--- config.mk ---
export PLATFORM = sky130hd
export DESIGN_NAME = a_axi_write_slr_receiver_flat
export DESIGN_NICKNAME = d
export VERILOG_FILES = /design/src/rtl/a_axi_write_slr_receiver_pkg.sv /design/src/rtl/a_axi_write_slr_receiver_if.sv /design/src/rtl/a_axi_write_slr_receiver_hold_slot.sv /design/src/rtl/a_axi_write_slr_receiver.sv /design/src/flat_wrapper.sv
export SDC_FILE = /design/constraint.sdc
export NUM_CORES = 1
export LEC_CHECK = 0
export ABC_AREA = 0
export ABC_CLOCK_PERIOD_IN_PS = 5200
export BUFFER_PORTS_ARGS = -buffer_cell sky130_fd_sc_hd__buf_4
export CAP_MARGIN = 20
export CORE_AREA = 10 10 217 219
export DETAILED_ROUTE_END_ITERATION = 7
export DIE_AREA = 0 0 227 229
export PLACE_DENSITY = 0.81
export SLEW_MARGIN = 20
export SYNTH_ARGS = -nofsm -noshare
export SYNTH_HDL_FRONTEND = slang
export SYNTH_SLANG_ARGS = --single-unit
--- constraint.sdc ---
create_clock -name ap_clk -period 5.2 [get_ports ap_clk]
set_input_delay 0.78 -clock ap_clk [delete_from_list [all_inputs] [get_ports ap_clk]]
set_output_delay 0.78 -clock ap_clk [all_outputs]
set_load 0.1 [all_outputs]
--- src/rtl/a_axi_write_slr_receiver_pkg.sv ---
`default_nettype none
// ============================================================================
// Module      : a_axi_write_slr_receiver_pkg
// Description : Shared constants for the SLR-side AXI-Lite control write
//               receiver: default bus widths, register count, the word
//               address offset and the position of the ap_start control bit
//               in register 0. Also provides a byte-merge helper.
// Ports       : none (package)
// Revision    : 1.0 - initial release
// ============================================================================
package a_axi_write_slr_receiver_pkg;

    localparam int c_ADDR_WIDTH     = 9;
    localparam int c_DATA_WIDTH     = 32;
    localparam int c_WSTRB_WIDTH    = c_DATA_WIDTH / 8;
    localparam int c_NUM_REGS       = 16;
    localparam int c_WR_COUNT_WIDTH = 16;

    // Byte address bits below this position select a byte inside a word.
    localparam int c_WORD_LSB       = 2;

    // Control bit in register 0 that launches the kernel; it never stores.
    localparam int c_AP_START_BIT   = 0;

    // Byte-lane write merge: take the new byte when its strobe is set.
    function automatic logic [7:0] merge_byte(
        input logic [7:0] old_byte,
        input logic [7:0] new_byte,
        input logic       enable
    );
        return enable ? new_byte : old_byte;
    endfunction

endpackage
`default_nettype wire

--- src/rtl/a_axi_write_slr_receiver_if.sv ---
`default_nettype none
// ============================================================================
// Module      : a_axi_write_slr_receiver_if
// Description : AXI-Lite write address / write data channels as delivered by
//               the per-SLR relay station (no B channel at this point).
// Signals     : awvalid/awready/awaddr  - write address channel
//               wvalid/wready/wdata/wstrb - write data channel
// Modports    : master - relay-station side (drives VALID and payload)
//               slave  - receiver side (drives READY)
// Revision    : 1.0 - initial release
// ============================================================================
interface a_axi_write_slr_receiver_if
    import a_axi_write_slr_receiver_pkg::*;
#(
    parameter int ADDR_WIDTH  = c_ADDR_WIDTH,
    parameter int DATA_WIDTH  = c_DATA_WIDTH,
    parameter int WSTRB_WIDTH = c_WSTRB_WIDTH
) ();

    logic                   awvalid;
    logic                   awready;
    logic [ADDR_WIDTH-1:0]  awaddr;
    logic                   wvalid;
    logic                   wready;
    logic [DATA_WIDTH-1:0]  wdata;
    logic [WSTRB_WIDTH-1:0] wstrb;

    modport master (
        output awvalid, awaddr, wvalid, wdata, wstrb,
        input  awready, wready
    );

    modport slave (
        input  awvalid, awaddr, wvalid, wdata, wstrb,
        output awready, wready
    );

endinterface
`default_nettype wire

--- src/rtl/a_axi_write_slr_receiver_hold_slot.sv ---
`default_nettype none
// ============================================================================
// Module      : a_axi_hold_slot
// Description : One-entry valid/ready holding register. Accepts a beat when
//               empty, or when the held beat is being popped in the same
//               cycle (so a full slot still sustains one beat per cycle).
//               READY depends only on state, reset and pop - never on VALID.
// Ports       : clk, rst              - clock, synchronous active-high reset
//               in_valid/in_ready     - upstream handshake
//               in_data               - upstream payload
//               full/data             - held beat status and payload
//               pop                   - consumer takes the held beat
// Revision    : 1.0 - initial release
// ============================================================================
module a_axi_hold_slot #(
    parameter int WIDTH = 8
) (
    input  logic             clk,
    input  logic             rst,
    input  logic             in_valid,
    output logic             in_ready,
    input  logic [WIDTH-1:0] in_data,
    output logic             full,
    output logic [WIDTH-1:0] data,
    input  logic             pop
);

    logic             r_full;
    logic [WIDTH-1:0] r_data;

    assign in_ready = !rst && (!r_full || pop);

    always_ff @(posedge clk) begin
        if (rst) begin
            r_full <= 1'b0;
            r_data <= '0;
        end else if (in_valid && in_ready) begin
            // Covers the pop-and-refill case: the slot stays full.
            r_full <= 1'b1;
            r_data <= in_data;
        end else if (pop) begin
            r_full <= 1'b0;
        end
    end

    assign full = r_full;
    assign data = r_data;

endmodule
`default_nettype wire

--- src/rtl/a_axi_write_slr_receiver.sv ---
`default_nettype none
// ============================================================================
// Module      : a_axi_write_slr_receiver
// Description : SLR-local receiver for AXI-Lite control writes. AW and W are
//               buffered independently in one-entry slots, paired in arrival
//               order, and committed into a local byte-maskable register
//               bank. Register 0 bit 0 is a self-clearing ap_start bit.
// Ports       : ap_clk, ap_rst      - clock, synchronous active-high reset
//               s_axi_control       - AW/W channels (slave modport)
//               regs_out            - register bank, reg i at [i*DW +: DW]
//               ap_start_pulse      - one-cycle pulse on write of 1 to bit 0
//               wr_valid            - one-cycle pulse per committed write
//               wr_index            - index of last in-range committed write
//               wr_count            - committed writes (wraps at 16 bits)
// Revision    : 1.0 - initial release
// ============================================================================
module a_axi_write_slr_receiver
    import a_axi_write_slr_receiver_pkg::*;
#(
    parameter int C_S_AXI_CONTROL_ADDR_WIDTH  = c_ADDR_WIDTH,
    parameter int C_S_AXI_CONTROL_DATA_WIDTH  = c_DATA_WIDTH,
    parameter int C_S_AXI_CONTROL_WSTRB_WIDTH = c_WSTRB_WIDTH,
    parameter int NUM_REGS                    = c_NUM_REGS
) (
    input  logic                                         ap_clk,
    input  logic                                         ap_rst,
    a_axi_write_slr_receiver_if.slave                    s_axi_control,
    output logic [NUM_REGS*C_S_AXI_CONTROL_DATA_WIDTH-1:0] regs_out,
    output logic                                         ap_start_pulse,
    output logic                                         wr_valid,
    output logic [$clog2(NUM_REGS)-1:0]                  wr_index,
    output logic [c_WR_COUNT_WIDTH-1:0]                  wr_count
);

    localparam int c_DW       = C_S_AXI_CONTROL_DATA_WIDTH;
    localparam int c_SW       = C_S_AXI_CONTROL_WSTRB_WIDTH;
    localparam int c_IDX_W    = C_S_AXI_CONTROL_ADDR_WIDTH - c_WORD_LSB;
    localparam int c_WR_IDX_W = $clog2(NUM_REGS);

    logic               w_aw_full;
    logic [c_IDX_W-1:0] w_aw_index;
    logic               w_w_full;
    logic [c_SW+c_DW-1:0] w_w_payload;
    logic [c_DW-1:0]    w_w_data;
    logic [c_SW-1:0]    w_w_strb;
    logic               w_commit;
    logic               w_in_range;
    logic               w_start;
    logic               w_unused_addr_lsb;

    // Only the word index is worth holding; byte offset bits are ignored.
    assign w_unused_addr_lsb = &{1'b0, s_axi_control.awaddr[c_WORD_LSB-1:0]};

    a_axi_hold_slot #(
        .WIDTH (c_IDX_W)
    ) u_aw_slot (
        .clk      (ap_clk),
        .rst      (ap_rst),
        .in_valid (s_axi_control.awvalid),
        .in_ready (s_axi_control.awready),
        .in_data  (s_axi_control.awaddr[C_S_AXI_CONTROL_ADDR_WIDTH-1:c_WORD_LSB]),
        .full     (w_aw_full),
        .data     (w_aw_index),
        .pop      (w_commit)
    );

    a_axi_hold_slot #(
        .WIDTH (c_SW + c_DW)
    ) u_w_slot (
        .clk      (ap_clk),
        .rst      (ap_rst),
        .in_valid (s_axi_control.wvalid),
        .in_ready (s_axi_control.wready),
        .in_data  ({s_axi_control.wstrb, s_axi_control.wdata}),
        .full     (w_w_full),
        .data     (w_w_payload),
        .pop      (w_commit)
    );

    assign w_w_data = w_w_payload[c_DW-1:0];
    assign w_w_strb = w_w_payload[c_SW+c_DW-1:c_DW];

    // With one entry per channel, the held AW and W are always the oldest
    // of each, so pairing whenever both are present keeps arrival order.
    assign w_commit   = w_aw_full && w_w_full;
    assign w_in_range = (32'(w_aw_index) < 32'(NUM_REGS));
    assign w_start    = w_commit && w_in_range && (w_aw_index == '0)
                      && w_w_strb[c_AP_START_BIT / 8]
                      && w_w_data[c_AP_START_BIT];

    for (genvar i = 0; i < NUM_REGS; i++) begin : g_regs
        logic [c_DW-1:0] r_reg;
        logic            w_sel;

        assign w_sel = w_commit && w_in_range && (32'(w_aw_index) == 32'(i));

        always_ff @(posedge ap_clk) begin
            if (ap_rst) begin
                r_reg <= '0;
            end else if (w_sel) begin
                for (int b = 0; b < c_SW; b++) begin
                    r_reg[8*b +: 8] <= merge_byte(r_reg[8*b +: 8],
                                                  w_w_data[8*b +: 8],
                                                  w_w_strb[b]);
                end
                // The start bit only generates a pulse; it never stores.
                if (i == 0) begin
                    r_reg[c_AP_START_BIT] <= 1'b0;
                end
            end
        end

        assign regs_out[i*c_DW +: c_DW] = r_reg;
    end

    logic                        r_wr_valid;
    logic                        r_ap_start_pulse;
    logic [c_WR_IDX_W-1:0]       r_wr_index;
    logic [c_WR_COUNT_WIDTH-1:0] r_wr_count;

    always_ff @(posedge ap_clk) begin
        if (ap_rst) begin
            r_wr_valid       <= 1'b0;
            r_ap_start_pulse <= 1'b0;
            r_wr_index       <= '0;
            r_wr_count       <= '0;
        end else begin
            r_wr_valid       <= w_commit;
            r_ap_start_pulse <= w_start;
            if (w_commit) begin
                r_wr_count <= r_wr_count + 1'b1;
            end
            // Out-of-range writes are counted but leave the index alone.
            if (w_commit && w_in_range) begin
                r_wr_index <= w_aw_index[c_WR_IDX_W-1:0];
            end
        end
    end

    assign wr_valid       = r_wr_valid;
    assign ap_start_pulse = r_ap_start_pulse;
    assign wr_index       = r_wr_index;
    assign wr_count       = r_wr_count;

endmodule
`default_nettype wire
--- src/flat_wrapper.sv ---
// flat-port wrapper written by rule: the top's interface ports become plain ports
module a_axi_write_slr_receiver_flat import a_axi_write_slr_receiver_pkg::*;
#(
    parameter int C_S_AXI_CONTROL_ADDR_WIDTH  = c_ADDR_WIDTH,
    parameter int C_S_AXI_CONTROL_DATA_WIDTH  = c_DATA_WIDTH,
    parameter int C_S_AXI_CONTROL_WSTRB_WIDTH = c_WSTRB_WIDTH,
    parameter int NUM_REGS                    = c_NUM_REGS
)
  (ap_clk, ap_rst, regs_out, ap_start_pulse, wr_valid, wr_index, wr_count, s_axi_control_awvalid, s_axi_control_awaddr, s_axi_control_wvalid, s_axi_control_wdata, s_axi_control_wstrb, s_axi_control_awready, s_axi_control_wready);
  a_axi_write_slr_receiver_if s_axi_control_i ();
  input  logic ap_clk;
  input  logic ap_rst;
  output logic [NUM_REGS*C_S_AXI_CONTROL_DATA_WIDTH-1:0] regs_out;
  output logic ap_start_pulse;
  output logic wr_valid;
  output logic [$clog2(NUM_REGS)-1:0] wr_index;
  output logic [c_WR_COUNT_WIDTH-1:0] wr_count;
  input wire logic [$bits(s_axi_control_i.awvalid)-1:0] s_axi_control_awvalid;
  input wire logic [$bits(s_axi_control_i.awaddr)-1:0] s_axi_control_awaddr;
  input wire logic [$bits(s_axi_control_i.wvalid)-1:0] s_axi_control_wvalid;
  input wire logic [$bits(s_axi_control_i.wdata)-1:0] s_axi_control_wdata;
  input wire logic [$bits(s_axi_control_i.wstrb)-1:0] s_axi_control_wstrb;
  output wire logic [$bits(s_axi_control_i.awready)-1:0] s_axi_control_awready;
  output wire logic [$bits(s_axi_control_i.wready)-1:0] s_axi_control_wready;
  assign s_axi_control_i.awvalid = s_axi_control_awvalid;
  assign s_axi_control_i.awaddr = s_axi_control_awaddr;
  assign s_axi_control_i.wvalid = s_axi_control_wvalid;
  assign s_axi_control_i.wdata = s_axi_control_wdata;
  assign s_axi_control_i.wstrb = s_axi_control_wstrb;
  assign s_axi_control_awready = s_axi_control_i.awready;
  assign s_axi_control_wready = s_axi_control_i.wready;
  a_axi_write_slr_receiver #(.C_S_AXI_CONTROL_ADDR_WIDTH(C_S_AXI_CONTROL_ADDR_WIDTH), .C_S_AXI_CONTROL_DATA_WIDTH(C_S_AXI_CONTROL_DATA_WIDTH), .C_S_AXI_CONTROL_WSTRB_WIDTH(C_S_AXI_CONTROL_WSTRB_WIDTH), .NUM_REGS(NUM_REGS)) u_core (.ap_clk(ap_clk), .ap_rst(ap_rst), .s_axi_control(s_axi_control_i), .regs_out(regs_out), .ap_start_pulse(ap_start_pulse), .wr_valid(wr_valid), .wr_index(wr_index), .wr_count(wr_count));
endmodule
==> flow_summary.ini, run 1 <==
[grt]
grt-busiest-layer = met2
use_met2 = 0.4627
grtUsageMet3 = 0.08946
grt_usage = 0.2865
grt.overflow.total = 0
grt_max_degree = 183
grt_first_pass_wirelength_um = 116200
grt_pass1_vias = 19350
grt_use_met1 = 0.3410
antenna_found_initial = 6

[sta]
max_slew_margin = 0.2812
fin_crit_ns = 2.974
rsz0062_at_grt = false
finalMaxSlewViolations = 0
skew_ns = 0.01627
fin_ws_ns = 2.226
fin_tns_setup_ns = 0
hold_ws_ns = 0.3781
max_freq_ghz = 0.3363
setup_violations = 0
hold_viol_final = 0
finalCritPeriodShare = 0.5719
worst-slew-pin-transition_ns = 1.078

[clock_tree]
clk_latency_ns = 0.60
cts_tree = done
cts_max_level = 2
clockBufferDepth = 3
cts_setup_buffers = 0
cts.repair.resized = 0
clk_pin_slew_ns = 0.06
cts_root_buffer = clkbuf_16
cts_sinks = 578
hold_buffers = 0
numCtsBuffers = 56

[setup_path]
critPathLaunchType = flip-flop
max_stage_delay_ns = 0.98
slowest_stage = and4_1
critPathRequiredTime_ns = 5.65
crit_chain = and4_1, nand3_1, nand3b_1, o21ai_0
critPathMaxFanout = 16
regToRegEndpoint = u_core.g_regs[14].r_reg[16]
crit_type = reg -> reg
rr_startpoint = u_core.u_aw_slot.full
arrival_ns = 3.43
path_delay_family = simple AND/OR/NAND/NOR gates
path_buf_inv = 0
reg2reg_depth = 4
critPathCaptureType = flip-flop
r2r_slack_ns = 2.23

[layout]
largest_reg_flops = 511
fin_nets = 2997
stdcell_count = 3543
fill_cells = 3384
synthToLayoutAreaGrowth_pct = 30.64
drive_above_1_share = 0.2453
postLayoutCellArea_um2 = 27450

[yosys]
syn_area_per_cell_um2 = 8.469
yosys.area.top_type_share = 0.5507
synth_area_um2 = 21010
ys_seq_elements = 578
post-synth-top-count-cell = nand2_1
synth_edf_count = 0
synth_cells = 2481
synth_cell_types = 40
seq_area_frac_synth = 0.5507
synth_ff_type = dfxtp_1
synth_top_area_cell = dfxtp_1
ys_warn_count = 0
synthTopCellsByArea = dfxtp_1 (55%), nand2_1 (13%), a21oi_1 (8.5%), nand3b_1 (5.7%), o21ai_0 (4.6%)
syn-num-nets = 2531
async_flop_share = 0
synth_common_cells = nand2_1 (749), dfxtp_1 (578), a21oi_1 (355)

[worst_hold_path]
min_from = s_axi_control_wdata[25]
hold_end = u_core.u_w_slot.data[25]
hold_depth = 3
hold_class = in -> reg

[routing]
first_pass_iters = 6
drt-initial-drc-count = 2017
drc_errors = 0
ant_nets = 0
wire_per_inst_um = 22.20
via_per_inst = 5.646
routed_wl_um = 78660
vias = 20000

[run]
cap_violations = 0

[placement]
placed_area_um2 = 25460
dp_cells = 3434
io_buffer_count = 581
pre_cts_ws_ns = 2.318
globalplace.congestion = 0.8966
dpl.hpwl_um = 57060

[floorplanning]
start_util = 0.4921
num_rows = 76
die_w_um = 227
die-height_um = 229
die_area_um2 = 51980
core_um2 = 42700
pin_count = 585

[status]
status = completed

[power]
powerDensity_nw_per_um2 = 335.3
peakVddDrop_mv = 0.2463
p_leak_nw = 10.62
[power breakdown]
group	internal, W	leakage [nW]	switching, W	total (W)
registers	0.00445	4.66	0.000130	0.00458
logic	0.0000971	5.00	0.000237	0.000334
clock network	0.00254	0.955	0.00174	0.00429
[worst max-delay path by stage]
stage / start / to / slack [ns] / cells past startpoint
after floorplan: ap_rst / s_axi_control_wready / 1.60 / 5
after global placement: u_core.u_w_slot.full / u_core.g_regs[14].r_reg[18] / 2.49 / 4
after detailed placement: u_core.u_aw_slot.data[4] / u_core.g_regs[14].r_reg[20] / 2.32 / 4
after CTS: u_core.u_aw_slot.data[4] / u_core.g_regs[14].r_reg[20] / 2.30 / 4
after global routing: u_core.u_aw_slot.full / u_core.g_regs[10].r_reg[1] / 2.15 / 4
final: u_core.u_aw_slot.full / u_core.g_regs[14].r_reg[16] / 2.23 / 4
[per-layer routing]
metal  wire [um]  share of wire  up-vias
met4        3664          0.047        2
met3        9069           0.12      191
li1            -              -     9227
met5          13        0.00017        -
met1       29530           0.38     9513
met2       36390           0.46     1070
[cells by family (layout without fill, tap and decap cells)]
| kind of cell | Yosys count | in the layout | synth area share |
|---|---|---|---|
| other cells | 1 | 6 | 0.0001785 |
| mux | 12 | 12 | 0.006193 |
| fa+ha+maj | 1 | 1 | 0.0005954 |
| flops | 578 | 578 | 0.5507 |
| compound gates | 554 | 554 | 0.1321 |
| simple gates | 1136 | 1136 | 0.2693 |
| buf+inv | 188 | 699 | 0.03632 |
| xor+xnor | 11 | 11 | 0.004586 |
[area by class of cell]
class / instances / area, um2 / share of cell area
multi-input combinational: 1715 / 8743 / 0.3185
inverter: 4 / 15.01 / 0.0005470
antenna: 5 / 12.51 / 0.0004558
timing repair buffer: 592 / 4481 / 0.1632
clock inverter: 26 / 351.6 / 0.01281
sequential: 578 / 11570 / 0.4216
tap: 546 / 683.2 / 0.02489
clock buffer: 77 / 1592 / 0.05798
[stage by stage]
step | util | power [W]
6_report | 0.6429 | 0.009204
5_1_grt | 0.6429 | 0.009431
4_1_cts | 0.6419 | 0.009218
3_5_place_dp | 0.5964 | 0.005002
3_3_place_gp | 0.5964 | 0.004992
2_1_floorplan | - | 0.004856
[worst register-to-register path, delay by kind of cell (launching register included)]
kind | cells | cell delay, ns
and+or+nand+nor | 3 | 2.14
AOI/OAI and AO/OA | 1 | 0.11
DFF | 1 | 0.59
[layout by cell type (no fill, tap or decap), types with 14 or more instances in the layout]
| master | netlist | routed |
|---|---|---|
| nand3b_1 | 160 | 160 |
| or3_1 | 18 | 18 |
| nand2b_1 | 40 | 40 |
| dfxtp_1 | 578 | 578 |
| nor2b_1 | 15 | 14 |
| nand3_1 | 54 | 54 |
| clkbuf_16 | 0 | 57 |
| a21oi_1 | 355 | 355 |
| nor3_4 | 30 | 30 |
| nor2_1 | 25 | 25 |
| buf_4 | 2 | 588 |
| o21ai_0 | 194 | 194 |
| nand2_1 | 749 | 749 |
Power figures use the tool's default switching activity.
==> run 2: changes to the inputs <==
--- a/config.mk
+++ b/config.mk
@@ -5,14 +5,14 @@
 export SDC_FILE = /design/constraint.sdc
 export NUM_CORES = 1
 export LEC_CHECK = 0
-export ABC_AREA = 0
-export ABC_CLOCK_PERIOD_IN_PS = 5200
+export ABC_AREA = 1
+export ABC_CLOCK_PERIOD_IN_PS = 2900
 export BUFFER_PORTS_ARGS = -buffer_cell sky130_fd_sc_hd__buf_4
 export CAP_MARGIN = 20
-export CORE_AREA = 10 10 217 219
+export CORE_MARGIN = 10
+export CORE_UTILIZATION = 53
 export DETAILED_ROUTE_END_ITERATION = 7
-export DIE_AREA = 0 0 227 229
-export PLACE_DENSITY = 0.81
+export PLACE_DENSITY = 0.85
 export SLEW_MARGIN = 20
 export SYNTH_ARGS = -nofsm -noshare
 export SYNTH_HDL_FRONTEND = slang
==> constraint.sdc (replaced) <==
create_clock -name ap_clk -period 2.9 [get_ports ap_clk]
set_input_delay 0.435 -clock ap_clk [delete_from_list [all_inputs] [get_ports ap_clk]]
set_output_delay 0.435 -clock ap_clk [all_outputs]
set_load 0.1 [all_outputs]
==> run 2 against run 1 <==
  * Combinational power increased to 3.1 times the previous value
  * Die area decreased by 0.82%
  * Clock skew decreased by 0.0057 ns
  * Non-clock buffer count increased by 36
  * Routed wire length increased by 9.2%
  * Clock power increased by 70%
  * Sequential share of layout area decreased by 2.3 points
  * Utilization increased by 4.7 points
  * Global-route usage increased by 2.7 points
  * Register-to-register slack got worse by 1.5 ns
  * Flip-flop and latch count unchanged
  * Count of clock-buffer cells in the layout increased by 9
  * Largest power group unchanged
==> flow_summary.ini, run 2 <==
[clock_tree]
cts_sinks = 578
clk_pin_slew_ns = 0.06
clk_latency_ns = 0.61
cts_setup_buffers = 0
clockBufferDepth = 3
cts_tree = done
cts_root_buffer = clkbuf_16
cts_max_level = 2
cts.repair.resized = 0
numCtsBuffers = 56

[grt]
antenna_found_initial = 1
grt_pass1_vias = 20590
grt_first_pass_wirelength_um = 126100
grt_max_degree = 153
grt_usage = 0.3137
grt.overflow.total = 0

[yosys]
ys_warn_count = 0
synth_top_area_cell = dfxtp_1
synth_cell_types = 28
synth_cells = 3023
synth_area_um2 = 22720
async_flop_share = 0
syn_area_per_cell_um2 = 7.517
post-synth-top-count-cell = nor2_1
synth_edf_count = 0
yosys.area.top_type_share = 0.5092
synth_ff_type = dfxtp_1
seq_area_frac_synth = 0.5092
synth_common_cells = nor2_1 (811), dfxtp_1 (578), nand2_1 (519)
syn-num-nets = 3073
synthTopCellsByArea = dfxtp_1 (51%), nor2_1 (13%), nand2_1 (8.6%), nand3_1 (7.6%), nand4_1 (3.6%)
ys_seq_elements = 578

[setup_path]
setup.worst_path.end = u_core.g_regs[3].r_reg[14]
critPathRequiredTime_ns = 3.35
rr_startpoint = u_core.u_aw_slot.data[5]
reg2reg_depth = 7
arrival_ns = 2.63
r2r_slack_ns = 0.72
crit_type = reg -> reg
critPathCaptureType = flip-flop
critPathMaxFanout = 86
regToRegEndpoint = u_core.g_regs[3].r_reg[14]
critPathLaunchType = flip-flop
startpoint = u_core.u_aw_slot.data[5]

[placement]
dpl.hpwl_um = 60020
io_buffer_count = 581
pre_cts_ws_ns = 0.7985
globalplace.congestion = 0.9110

[sta]
fin_tns_setup_ns = 0
hold_viol_final = 0
finalMaxSlewViolations = 0
setup_violations = 0
skew_ns = 0.01060
worst-slew-pin-transition_ns = 0.9845
fin_crit_ns = 2.175
rsz0062_at_grt = false
max_freq_ghz = 0.4597
max_slew_margin = 0.3437
fin_ws_ns = 0.7247
finalCritPeriodShare = 0.7501

[layout]
synthToLayoutAreaGrowth_pct = 27.89
fin_util = 0.6897
drive_above_1_share = 0.2261
largest_reg_flops = 511
final_common_cell = nor2_1
multi_input_area_um2 = 9892
final_cell_mix = nor2_1 (811), buf_4 (614), dfxtp_1 (574)
fill_cells = 3372
fin_nets = 3537
regArea_um2 = 11590

[floorplanning]
start_util = 0.5393
die_w_um = 227.1
core_um2 = 42130
num_rows = 75
die-height_um = 227.1
pin_count = 585
die_area_um2 = 51560

[routing]
vias = 23110
first_pass_iters = 6
drc_errors = 0
wire_per_inst_um = 21.12
ant_nets = 0
via_per_inst = 5.680
routed_wl_um = 85920
drt-initial-drc-count = 2699

[power]
powerDensity_nw_per_um2 = 567.2
p_leak_nw = 12.25
peakVddDrop_mv = 0.5370

[status]
status = completed

[worst_hold_path]
min_from = s_axi_control_wdata[1]
hold_class = in -> reg

[run]
cap_violations = 0
## run 2: cell count changes after synthesis, sizes merged, moves of 18 or more
cell / previous run / this run
o31ai: 0 / 42
nor3: 37 / 4
buf: 22 / 111
nor2: 25 / 865
inv: 4 / 69
nand3: 54 / 366
a21oi: 355 / 141
nand2b: 40 / 0
or3: 18 / 0
nand3b: 160 / 0
clkbuf: 162 / 111
o21ai: 198 / 75
nand4: 5 / 130
nand2: 749 / 520
## run 2: how the worst min path moves through the flow
stage,cells after the start,endpoint
2_1_floorplan,2,u_core.u_aw_slot.data[4]
3_3_place_gp,2,u_core.g_regs[0].r_reg[14]
3_5_place_dp,2,u_core.g_regs[15].r_reg[9]
4_1_cts,3,u_core.u_w_slot.data[2]
5_1_grt,3,u_core.u_w_slot.data[33]
6_report,3,u_core.u_w_slot.data[1]
## run 2: timing repair
item,CTS,global route
hold buffers,6,0
setup endpoints to repair,0,0
endpoints found under the hold margin,6,0
## run 2: metal layers
| metal | track usage | up-vias | share of wire |
|---|---|---|---|
| met4 | 0.1309 | 0 | 0.049 |
| met1 | 0.3914 | 10810 | 0.38 |
| met5 | 0 | - | 0 |
| li1 | - | 10780 | - |
| met2 | 0.4940 | 1293 | 0.45 |
| met3 | 0.09986 | 234 | 0.12 |
## run 2: cell families after synthesis
kind of cell | Yosys count | share of synthesized area
compound gates | 260 | 0.06205
simple gates | 1890 | 0.3723
fa+ha+maj | 1 | 0.0005505
flops | 578 | 0.5092
other cells | 1 | 0.0001650
buf+inv | 293 | 0.05572
## run 2: through the flow
| step | power [W] | area, um2 | instances | hold WS [ns] |
|---|---|---|---|---|
| global placement | 0.009306 | 27190 | 3962 | 0.4479 |
| global route | 0.01687 | 29060 | 4069 | 0.01385 |
| finish | 0.01648 | 29060 | 4069 | 0.03128 |
| detailed placement | 0.009312 | 27190 | 3962 | 0.4541 |
| floorplan | 0.008969 | 22720 | 3023 | 0.4837 |
| CTS | 0.01647 | 29060 | 4068 | 0.0002613 |
## run 2: cell type report
type / count / share of cell area
clock buffer: 86 / 0.05705
timing repair buffer: 628 / 0.1659
tap: 539 / 0.02321
inverter: 71 / 0.009429
multi-input combinational: 2152 / 0.3404
antenna: 1 / 0.00008611
sequential: 578 / 0.3987
clock inverter: 14 / 0.005296
## run 2: worst max-delay path, cell delays in order, from the launching register on
cell,delay [ns]
dfxtp_1,0.33
inv_2,0.08
nand3_4,0.18
nor2_4,0.30
buf_12,0.36
nand3_1,0.45
nand2_1,0.18
a21oi_1,0.08
## run 2: where the power goes
part           total, W  internal, W  switching (W)
Combinational   0.00102     0.000215       0.000808
Sequential      0.00816      0.00799       0.000165
Clock           0.00730      0.00419        0.00311
